### src/rtl/rv32v_types_pkg.sv
// Shared vector types and the writeback beat record carried from execute/mem into writeback.
package rv32v_types_pkg;
  localparam int NUM_LANES = 2;
  localparam int VL_WIDTH  = 4;
  localparam int OFFSET_W  = 4;

  typedef logic [31:0]         word_t;
  typedef logic [OFFSET_W-1:0] offset_t;
  typedef enum logic [1:0] {
    SEW_8  = 2'd0,
    SEW_16 = 2'd1,
    SEW_32 = 2'd2
  } sew_t;

  typedef struct packed {
    word_t [NUM_LANES-1:0] wdata;
    logic  [4:0]           vd;
    offset_t               offset;
    sew_t                  eew;
    logic  [VL_WIDTH:0]    vl;
    logic                  wen;
    logic                  last;
  } wb_beat_t;

  function automatic logic [31:0] vd_onehot(input logic [4:0] vd);
    return 32'd1 << vd;
  endfunction
endpackage

### src/rtl/rv32v_writeback_stage_if.sv
// Execute-side beat handshake, control, register-file write port and hazard/completion outputs.
interface rv32v_writeback_stage_if;
  import rv32v_types_pkg::*;

  logic                     ex_valid;
  logic                     ex_ready;
  logic [NUM_LANES*32-1:0]  ex_wdata;
  logic [4:0]               ex_vd;
  offset_t                  ex_offset;
  sew_t                     ex_eew;
  logic [VL_WIDTH:0]        ex_vl;
  logic                     ex_wen;
  logic                     ex_last;
  logic                     flush;
  logic                     stall_wb;
  logic [NUM_LANES*32-1:0]  rf_w_data;
  logic [4:0]               rf_vd;
  logic                     rf_wen;
  offset_t                  rf_vd_offset;
  sew_t                     rf_eew;
  logic [VL_WIDTH:0]        rf_vl;
  logic [31:0]              pending_vd;
  logic                     wb_done;
  logic [4:0]               wb_done_vd;

  modport master (
    output ex_valid, ex_wdata, ex_vd, ex_offset, ex_eew, ex_vl, ex_wen, ex_last, flush, stall_wb,
    input  ex_ready, rf_w_data, rf_vd, rf_wen, rf_vd_offset, rf_eew, rf_vl, pending_vd, wb_done, wb_done_vd
  );

  modport slave (
    input  ex_valid, ex_wdata, ex_vd, ex_offset, ex_eew, ex_vl, ex_wen, ex_last, flush, stall_wb,
    output ex_ready, rf_w_data, rf_vd, rf_wen, rf_vd_offset, rf_eew, rf_vl, pending_vd, wb_done, wb_done_vd
  );
endinterface

### src/rtl/rv32v_wb_fifo.sv
// Beat buffer for writeback; head readable combinationally, pushed beat visible next cycle.
// Caller must not push when full; flush empties all entries on the clock edge.
module rv32v_wb_fifo
  import rv32v_types_pkg::*;
#(
  parameter int DEPTH = 2
) (
  input  logic                  clk,
  input  logic                  rst_n,
  input  logic                  i_flush,
  input  logic                  i_push,
  input  logic                  i_pop,
  input  wb_beat_t              i_beat,
  output wb_beat_t              o_head,
  output logic                  o_full,
  output logic                  o_empty,
  output logic [DEPTH-1:0][4:0] o_entry_vd,
  output logic [DEPTH-1:0]      o_entry_wr
);
  localparam int PTR_W = $clog2(DEPTH);
  localparam int CNT_W = PTR_W + 1;

  if (DEPTH < 2 || (DEPTH & (DEPTH - 1)) != 0) begin : g_bad_depth
    $error("rv32v_wb_fifo: DEPTH must be a power of two >= 2");
  end

  wb_beat_t [DEPTH-1:0] r_mem;
  logic [DEPTH-1:0]     r_vld;
  logic [PTR_W-1:0]     r_wr_ptr;
  logic [PTR_W-1:0]     r_rd_ptr;
  logic [CNT_W-1:0]     r_count;

  always_ff @(posedge clk or negedge rst_n) begin
    if (!rst_n) begin
      r_vld    <= '0;
      r_wr_ptr <= '0;
      r_rd_ptr <= '0;
      r_count  <= '0;
    end else if (i_flush) begin
      r_vld    <= '0;
      r_wr_ptr <= '0;
      r_rd_ptr <= '0;
      r_count  <= '0;
    end else begin
      if (i_pop) begin
        r_vld[r_rd_ptr] <= 1'b0;
        r_rd_ptr        <= r_rd_ptr + PTR_W'(1);
      end
      if (i_push) begin
        r_vld[r_wr_ptr] <= 1'b1;
        r_wr_ptr        <= r_wr_ptr + PTR_W'(1);
      end
      case ({i_push, i_pop})
        2'b10:   r_count <= r_count + CNT_W'(1);
        2'b01:   r_count <= r_count - CNT_W'(1);
        default: r_count <= r_count;
      endcase
    end
  end

  // Payload needs no reset: every consumer qualifies it with r_vld or the count.
  always_ff @(posedge clk) begin
    if (i_push && !i_flush) begin
      r_mem[r_wr_ptr] <= i_beat;
    end
  end

  always_comb begin
    for (int i = 0; i < DEPTH; i++) begin
      o_entry_vd[i] = r_mem[i].vd;
      o_entry_wr[i] = r_vld[i] && r_mem[i].wen;
    end
  end

  assign o_head  = r_mem[r_rd_ptr];
  assign o_full  = (r_count == CNT_W'(DEPTH));
  assign o_empty = (r_count == '0);

  a_no_push_full: assert property (@(posedge clk) disable iff (!rst_n) !(i_push && o_full));
endmodule

### src/rtl/rv32v_writeback_stage.sv
// Vector writeback: buffers beats, drives the register-file port one beat per cycle (accept -> write 2 cycles),
// pulses completion, exports pending vd mask; ex_ready drops when the buffer is full or on flush.
module rv32v_writeback_stage
  import rv32v_types_pkg::*;
#(
  parameter int NUM_LANES  = rv32v_types_pkg::NUM_LANES,
  parameter int FIFO_DEPTH = 2
) (
  input logic                    CLK,
  input logic                    nRST,
  rv32v_writeback_stage_if.slave wb
);
  if (NUM_LANES != rv32v_types_pkg::NUM_LANES) begin : g_bad_lanes
    $error("rv32v_writeback_stage: NUM_LANES must match rv32v_types_pkg");
  end

  wb_beat_t                   w_in_beat;
  wb_beat_t                   w_head;
  logic                       w_full;
  logic                       w_empty;
  logic                       w_push;
  logic                       w_pop;
  logic [FIFO_DEPTH-1:0][4:0] w_entry_vd;
  logic [FIFO_DEPTH-1:0]      w_entry_wr;
  logic [31:0]                w_pending;

  logic [NUM_LANES*32-1:0]    r_w_data;
  logic [4:0]                 r_vd;
  offset_t                    r_offset;
  sew_t                       r_eew;
  logic [VL_WIDTH:0]          r_vl;
  logic                       r_wen;
  logic                       r_done;
  logic [4:0]                 r_done_vd;

  always_comb begin
    w_in_beat        = '0;
    w_in_beat.wdata  = wb.ex_wdata;
    w_in_beat.vd     = wb.ex_vd;
    w_in_beat.offset = wb.ex_offset;
    w_in_beat.eew    = wb.ex_eew;
    w_in_beat.vl     = wb.ex_vl;
    w_in_beat.wen    = wb.ex_wen;
    w_in_beat.last   = wb.ex_last;
  end

  // nRST term keeps ready low while reset is held, even though the buffer already reads empty.
  assign wb.ex_ready = nRST && !w_full && !wb.flush;
  assign w_push      = wb.ex_valid && wb.ex_ready;
  assign w_pop       = !w_empty && !wb.stall_wb && !wb.flush;

  rv32v_wb_fifo #(
    .DEPTH(FIFO_DEPTH)
  ) u_fifo (
    .clk        (CLK),
    .rst_n      (nRST),
    .i_flush    (wb.flush),
    .i_push     (w_push),
    .i_pop      (w_pop),
    .i_beat     (w_in_beat),
    .o_head     (w_head),
    .o_full     (w_full),
    .o_empty    (w_empty),
    .o_entry_vd (w_entry_vd),
    .o_entry_wr (w_entry_wr)
  );

  always_ff @(posedge CLK or negedge nRST) begin
    if (!nRST) begin
      r_w_data  <= '0;
      r_vd      <= '0;
      r_offset  <= '0;
      r_eew     <= SEW_8;
      r_vl      <= '0;
      r_wen     <= 1'b0;
      r_done    <= 1'b0;
      r_done_vd <= '0;
    end else if (w_pop) begin
      r_w_data  <= w_head.wdata;
      r_vd      <= w_head.vd;
      r_offset  <= w_head.offset;
      r_eew     <= w_head.eew;
      r_vl      <= w_head.vl;
      r_wen     <= w_head.wen && (w_head.vl != '0);
      r_done    <= w_head.last;
      r_done_vd <= w_head.vd;
    end else begin
      r_wen  <= 1'b0;
      r_done <= 1'b0;
    end
  end

  always_comb begin
    w_pending = '0;
    for (int i = 0; i < FIFO_DEPTH; i++) begin
      if (w_entry_wr[i]) begin
        w_pending = w_pending | vd_onehot(w_entry_vd[i]);
      end
    end
    if (r_wen) begin
      w_pending = w_pending | vd_onehot(r_vd);
    end
  end

  assign wb.rf_w_data    = r_w_data;
  assign wb.rf_vd        = r_vd;
  assign wb.rf_wen       = r_wen;
  assign wb.rf_vd_offset = r_offset;
  assign wb.rf_eew       = r_eew;
  assign wb.rf_vl        = r_vl;
  assign wb.wb_done      = r_done;
  assign wb.wb_done_vd   = r_done_vd;
  assign wb.pending_vd   = w_pending;
endmodule

### src/flat_wrapper.sv
// flat-port wrapper written by rule: the top's interface ports become plain ports
module rv32v_writeback_stage_flat import rv32v_types_pkg::*;
#(
  parameter int NUM_LANES  = rv32v_types_pkg::NUM_LANES,
  parameter int FIFO_DEPTH = 2
)
  (CLK, nRST, wb_ex_valid, wb_ex_wdata, wb_ex_vd, wb_ex_offset, wb_ex_eew, wb_ex_vl, wb_ex_wen, wb_ex_last, wb_flush, wb_stall_wb, wb_ex_ready, wb_rf_w_data, wb_rf_vd, wb_rf_wen, wb_rf_vd_offset, wb_rf_eew, wb_rf_vl, wb_pending_vd, wb_wb_done, wb_wb_done_vd);
  rv32v_writeback_stage_if wb_i ();
  input logic CLK;
  input logic nRST;
  input wire logic [$bits(wb_i.ex_valid)-1:0] wb_ex_valid;
  input wire logic [$bits(wb_i.ex_wdata)-1:0] wb_ex_wdata;
  input wire logic [$bits(wb_i.ex_vd)-1:0] wb_ex_vd;
  input wire logic [$bits(wb_i.ex_offset)-1:0] wb_ex_offset;
  input wire logic [$bits(wb_i.ex_eew)-1:0] wb_ex_eew;
  input wire logic [$bits(wb_i.ex_vl)-1:0] wb_ex_vl;
  input wire logic [$bits(wb_i.ex_wen)-1:0] wb_ex_wen;
  input wire logic [$bits(wb_i.ex_last)-1:0] wb_ex_last;
  input wire logic [$bits(wb_i.flush)-1:0] wb_flush;
  input wire logic [$bits(wb_i.stall_wb)-1:0] wb_stall_wb;
  output wire logic [$bits(wb_i.ex_ready)-1:0] wb_ex_ready;
  output wire logic [$bits(wb_i.rf_w_data)-1:0] wb_rf_w_data;
  output wire logic [$bits(wb_i.rf_vd)-1:0] wb_rf_vd;
  output wire logic [$bits(wb_i.rf_wen)-1:0] wb_rf_wen;
  output wire logic [$bits(wb_i.rf_vd_offset)-1:0] wb_rf_vd_offset;
  output wire logic [$bits(wb_i.rf_eew)-1:0] wb_rf_eew;
  output wire logic [$bits(wb_i.rf_vl)-1:0] wb_rf_vl;
  output wire logic [$bits(wb_i.pending_vd)-1:0] wb_pending_vd;
  output wire logic [$bits(wb_i.wb_done)-1:0] wb_wb_done;
  output wire logic [$bits(wb_i.wb_done_vd)-1:0] wb_wb_done_vd;
  assign wb_i.ex_valid = wb_ex_valid;
  assign wb_i.ex_wdata = wb_ex_wdata;
  assign wb_i.ex_vd = wb_ex_vd;
  assign wb_i.ex_offset = wb_ex_offset;
  assign wb_i.ex_eew = wb_ex_eew;
  assign wb_i.ex_vl = wb_ex_vl;
  assign wb_i.ex_wen = wb_ex_wen;
  assign wb_i.ex_last = wb_ex_last;
  assign wb_i.flush = wb_flush;
  assign wb_i.stall_wb = wb_stall_wb;
  assign wb_ex_ready = wb_i.ex_ready;
  assign wb_rf_w_data = wb_i.rf_w_data;
  assign wb_rf_vd = wb_i.rf_vd;
  assign wb_rf_wen = wb_i.rf_wen;
  assign wb_rf_vd_offset = wb_i.rf_vd_offset;
  assign wb_rf_eew = wb_i.rf_eew;
  assign wb_rf_vl = wb_i.rf_vl;
  assign wb_pending_vd = wb_i.pending_vd;
  assign wb_wb_done = wb_i.wb_done;
  assign wb_wb_done_vd = wb_i.wb_done_vd;
  rv32v_writeback_stage #(.NUM_LANES(NUM_LANES), .FIFO_DEPTH(FIFO_DEPTH)) u_core (.CLK(CLK), .nRST(nRST), .wb(wb_i));
endmodule
### config.mk
export PLATFORM = sky130hd
export DESIGN_NAME = rv32v_writeback_stage_flat
export DESIGN_NICKNAME = d
export VERILOG_FILES = /design/src/rtl/rv32v_types_pkg.sv /design/src/rtl/rv32v_writeback_stage_if.sv /design/src/rtl/rv32v_wb_fifo.sv /design/src/rtl/rv32v_writeback_stage.sv /design/src/flat_wrapper.sv
export SDC_FILE = /design/constraint.sdc
export NUM_CORES = 1
export LEC_CHECK = 0
export ABC_AREA = 1
export ABC_CLOCK_PERIOD_IN_PS = 8700
export CORE_UTILIZATION = 55
export CTS_CLUSTER_SIZE = 12
export DETAILED_ROUTE_END_ITERATION = 10
export MAX_ROUTING_LAYER = met4
export PLACE_DENSITY = 0.85
export SYNTH_ARGS = -nofsm -noshare
export SYNTH_HDL_FRONTEND = slang
export SYNTH_SLANG_ARGS = --single-unit
export TNS_END_PERCENT = 30
### constraint.sdc
create_clock -name CLK -period 8.7 [get_ports CLK]
set_clock_uncertainty 0.2 [all_clocks]
set_input_delay 0.87 -clock CLK [delete_from_list [all_inputs] [get_ports CLK]]
set_output_delay 0.87 -clock CLK [all_outputs]
set_load 0.005 [all_outputs]
==> flow_summary.json <==
{
  "drive_gt1_share_pct": 4.66,
  "ios": 207,
  "clock-sinks": 252,
  "dr.pass1.iters": 6,
  "netlist_area_um2": 10100,
  "vias_per_cell": 5.46,
  "synthMuxAreaShare_pct": 6.92,
  "seq_power_share_pct": 47.9,
  "ys_types": 26,
  "cp-end-kind": "primary output",
  "p_per_area_nw_per_um2": 274,
  "grt_pass1_vias": 6965,
  "grt_pass1_wl_mm": 35.7,
  "switching_share_pct": 27.5,
  "drt-initial-drc-count": 527,
  "p_clk_share_pct": 28.1,
  "rows": 49,
  "layout.cell_area.non_filler_um2": 13000,
  "cp_max_fo": 16,
  "post-route-period-util_pct": 43.2,
  "critPathCapture": "wb_pending_vd[16]",
  "initial_core_util_pct": 56.1,
  "placed_area_um2": 12200,
  "cts.htree.levels": 1,
  "grt_setup_unrepaired": "false",
  "synth_cells": 820,
  "die_w_um": 138,
  "io_buffers": 206,
  "crit_start": "u_core.u_fifo.r_mem[83]",
  "dpl.hpwl_mm": 14.8,
  "clk_pin_slew_ns": 0.06,
  "max_freq_mhz": 266,
  "die-area_um2": 18900,
  "p_sw_mw": 0.976,
  "grt_max_degree": 88,
  "fin_setup_tns_ns": 0,
  "ctsHoldBuffers": 0,
  "synth_area_per_cell_um2": 12.3,
  "cts_tree": "yes",
  "antenna_found_initial": 2,
  "crit_arrival_ns": 2.69,
  "multi_input_area_um2": 2550,
  "layout.area.seq_um2": 7130,
  "ys_warn_count": 0,
  "reg2reg_from": "u_core.u_fifo.r_rd_ptr",
  "fin_crit_ns": 3.76,
  "num-nets-final": 1099,
  "clock_latency_ns": 0.52,
  "coreArea_um2": 18000,
  "final_antenna_net_count": 0,
  "grt_use_total_pct": 25.7,
  "p_comb_share_pct": 24.0,
  "tightest_slew_ns": 1.19,
  "drv_cap": 0,
  "final_core_util_pct": 72.0,
  "synth_xor_xnor_area_share_pct": 0,
  "fp.dieH_um": 138,
  "post_cts_buffers": 0,
  "gp_congestion": 0.935,
  "cts_made_buffers": 26,
  "rrSetupSlack_ns": 5.85,
  "cts_resized": 0,
  "drv_slew": 0,
  "syn_to_final_growth_pct": 28.3,
  "final_hold_viol_count": 0,
  "hold_path_class": "in2async",
  "fill_cells": 1189,
  "p_int_mw": 2.58,
  "syn-num-nets": 907,
  "cp-start-kind": "flip-flop",
  "status": "completed",
  "drc": 0,
  "cts_root_buf": "clkbuf_16",
  "synthAdderAreaFrac_pct": 0,
  "synth_top_family_by_area": "simple AND/OR/NAND/NOR gates",
  "worstReg2RegEnd": "u_core.wb.rf_wen",
  "yosysSeqAreaShare_pct": 70.4,
  "peakVddDrop_v": 0.000199,
  "crit_type": "reg2out",
  "required_ns": 7.63,
  "gr-total-overflow": 0,
  "wl_per_cell_um": 18.3,
  "relSlewSlack_pct": 20.3,
  "clockBufferDepth": 3,
  "setup_violations": 0,
  "synth_simple_gate_area_share_pct": 13.7,
  "synth_compound_area_share_pct": 4.55,
  "vias": 6892,
  "wirelength_mm": 23.1,
  "p_leak_nw": 4.95,
  "worst_r2r_path_depth": 6,
  "ys_seq_elements": 252
}
## synthesized netlist by cell type (all sizes together)
cell / count / area (µm²)
mux2i: 70 / 701
inv: 35 / 131
nand3b: 1 / 7.51
edfxtp: 164 / 4920
clkbuf: 15 / 56.3
buf: 32 / 245
clkinv: 2 / 7.51
or2: 3 / 18.8
nor4: 4 / 25.0
a21oi: 9 / 45.0
nor3: 9 / 50.1
dfrtp: 88 / 2200
o21ai: 83 / 415
nand2: 168 / 638
nor2: 37 / 149
nand3: 98 / 490
nand4: 2 / 12.5
## state kept, by name (all words and copies together), names as in the netlist
| signal | cells |
|---|---|
| u_core.wb.wb_done | 1 |
| u_core.wb.rf_w_data | 64 |
| u_core.wb.rf_eew | 2 |
| u_core.u_fifo.o_entry_vd | 10 |
| u_core.u_fifo.r_wr_ptr | 1 |
| u_core.u_fifo.r_count | 2 |
| u_core.u_fifo.r_mem | 154 |
| u_core.wb.rf_vd_offset | 4 |
| u_core.wb.rf_wen | 1 |
| u_core.wb.rf_vl | 5 |
| u_core.wb.rf_vd | 5 |
| u_core.u_fifo.r_rd_ptr | 1 |
| u_core.u_fifo.r_vld | 2 |
## worst max-delay path, cell delays in order (launching register included)
cell and delay [ns]:
edfxtp_1 0.39, nand2_1 0.07, nor2_1 0.86, nand3_1 0.17, nand3_1 0.16, clkdlybuf4s50_1 0.52
## power by group through the flow
| stage | Combinational, mW | Sequential, mW | Clock, mW |
|---|---|---|---|
| global placement | 0.816 | 1.71 | 0 |
| detailed placement | 0.853 | 1.71 | 0 |
| finish | 0.853 | 1.70 | 1.00 |
| CTS | 0.862 | 1.70 | 1.02 |
| global route | 0.931 | 1.72 | 1.06 |
| floorplan | 0.344 | 1.65 | 0 |
## layout by cell type, fill, tap and decap left out, types with 3 or more instances in the layout
cell / netlist / routed
buf_4: 12 / 6
nor2_1: 35 / 35
dfrtp_1: 88 / 87
a21oi_1: 9 / 9
nor3_1: 8 / 8
clkdlybuf4s50_1: 0 / 205
edfxtp_1: 164 / 164
inv_1: 34 / 32
nand2_1: 167 / 167
clkinv_1: 2 / 3
nand3_1: 98 / 98
or2_2: 3 / 3
mux2i_1: 70 / 70
clkbuf_16: 0 / 26
o21ai_0: 62 / 62
nor4_1: 4 / 4
o21ai_1: 21 / 21
clkbuf_1: 15 / 15
## cells by family (layout without fill, tap and decap cells)
family	Yosys count	after routing
other	0	2
multiplexers	70	70
flip-flops	252	252
AND/OR/NAND/NOR	322	322
buffers and inverters	84	295
AO/OA/AOI/OAI	92	92
## routing by layer
| layer | global-route usage [%] | part of all wire [%] | vias to the layer above |
|---|---|---|---|
| met5 | - | 0 | - |
| met4 | 8.00 | 1.9 | 0 |
| met3 | 5.59 | 8.2 | 41 |
| met2 | 40.9 | 49 | 310 |
| met1 | 33.2 | 41 | 3281 |
| li1 | - | - | 3260 |
## cell type report
class,count,area share (%)
sequential,252,54.9
multi-input combinational,484,19.7
timing repair buffer,211,16.2
clock buffer,43,5.66
tap,229,2.21
inverter,37,1.09
clock inverter,4,0.279
antenna,2,0.0385
## worst min path at each step
stage | startpoint | end | slack (ns)
after detailed placement | u_core.wb.rf_w_data[61] | u_core.wb.rf_w_data[61] | 0.27
after global routing | nRST | u_core.wb.rf_w_data[43] | 0.17
after CTS | nRST | u_core.wb.rf_w_data[43] | 0.15
after floorplan | u_core.wb.rf_vl[3] | u_core.wb.rf_vl[3] | 0.27
final | nRST | u_core.wb.rf_w_data[36] | 0.14
after global placement | u_core.wb.rf_w_data[41] | u_core.wb.rf_w_data[41] | 0.27
## stage by stage
step | cells | worst slack (ns) | hold WS [ns] | total power, mW
CTS | 1260 | 4.95 | 0.146 | 3.58
global route | 1262 | 4.75 | 0.173 | 3.72
floorplan | 820 | 5.11 | 0.272 | 1.99
global placement | 1213 | 5.12 | 0.269 | 2.53
detailed placement | 1213 | 5.10 | 0.273 | 2.56
finish | 1262 | 4.94 | 0.139 | 3.55
Note: power is estimated with default switching activity, not from simulation.
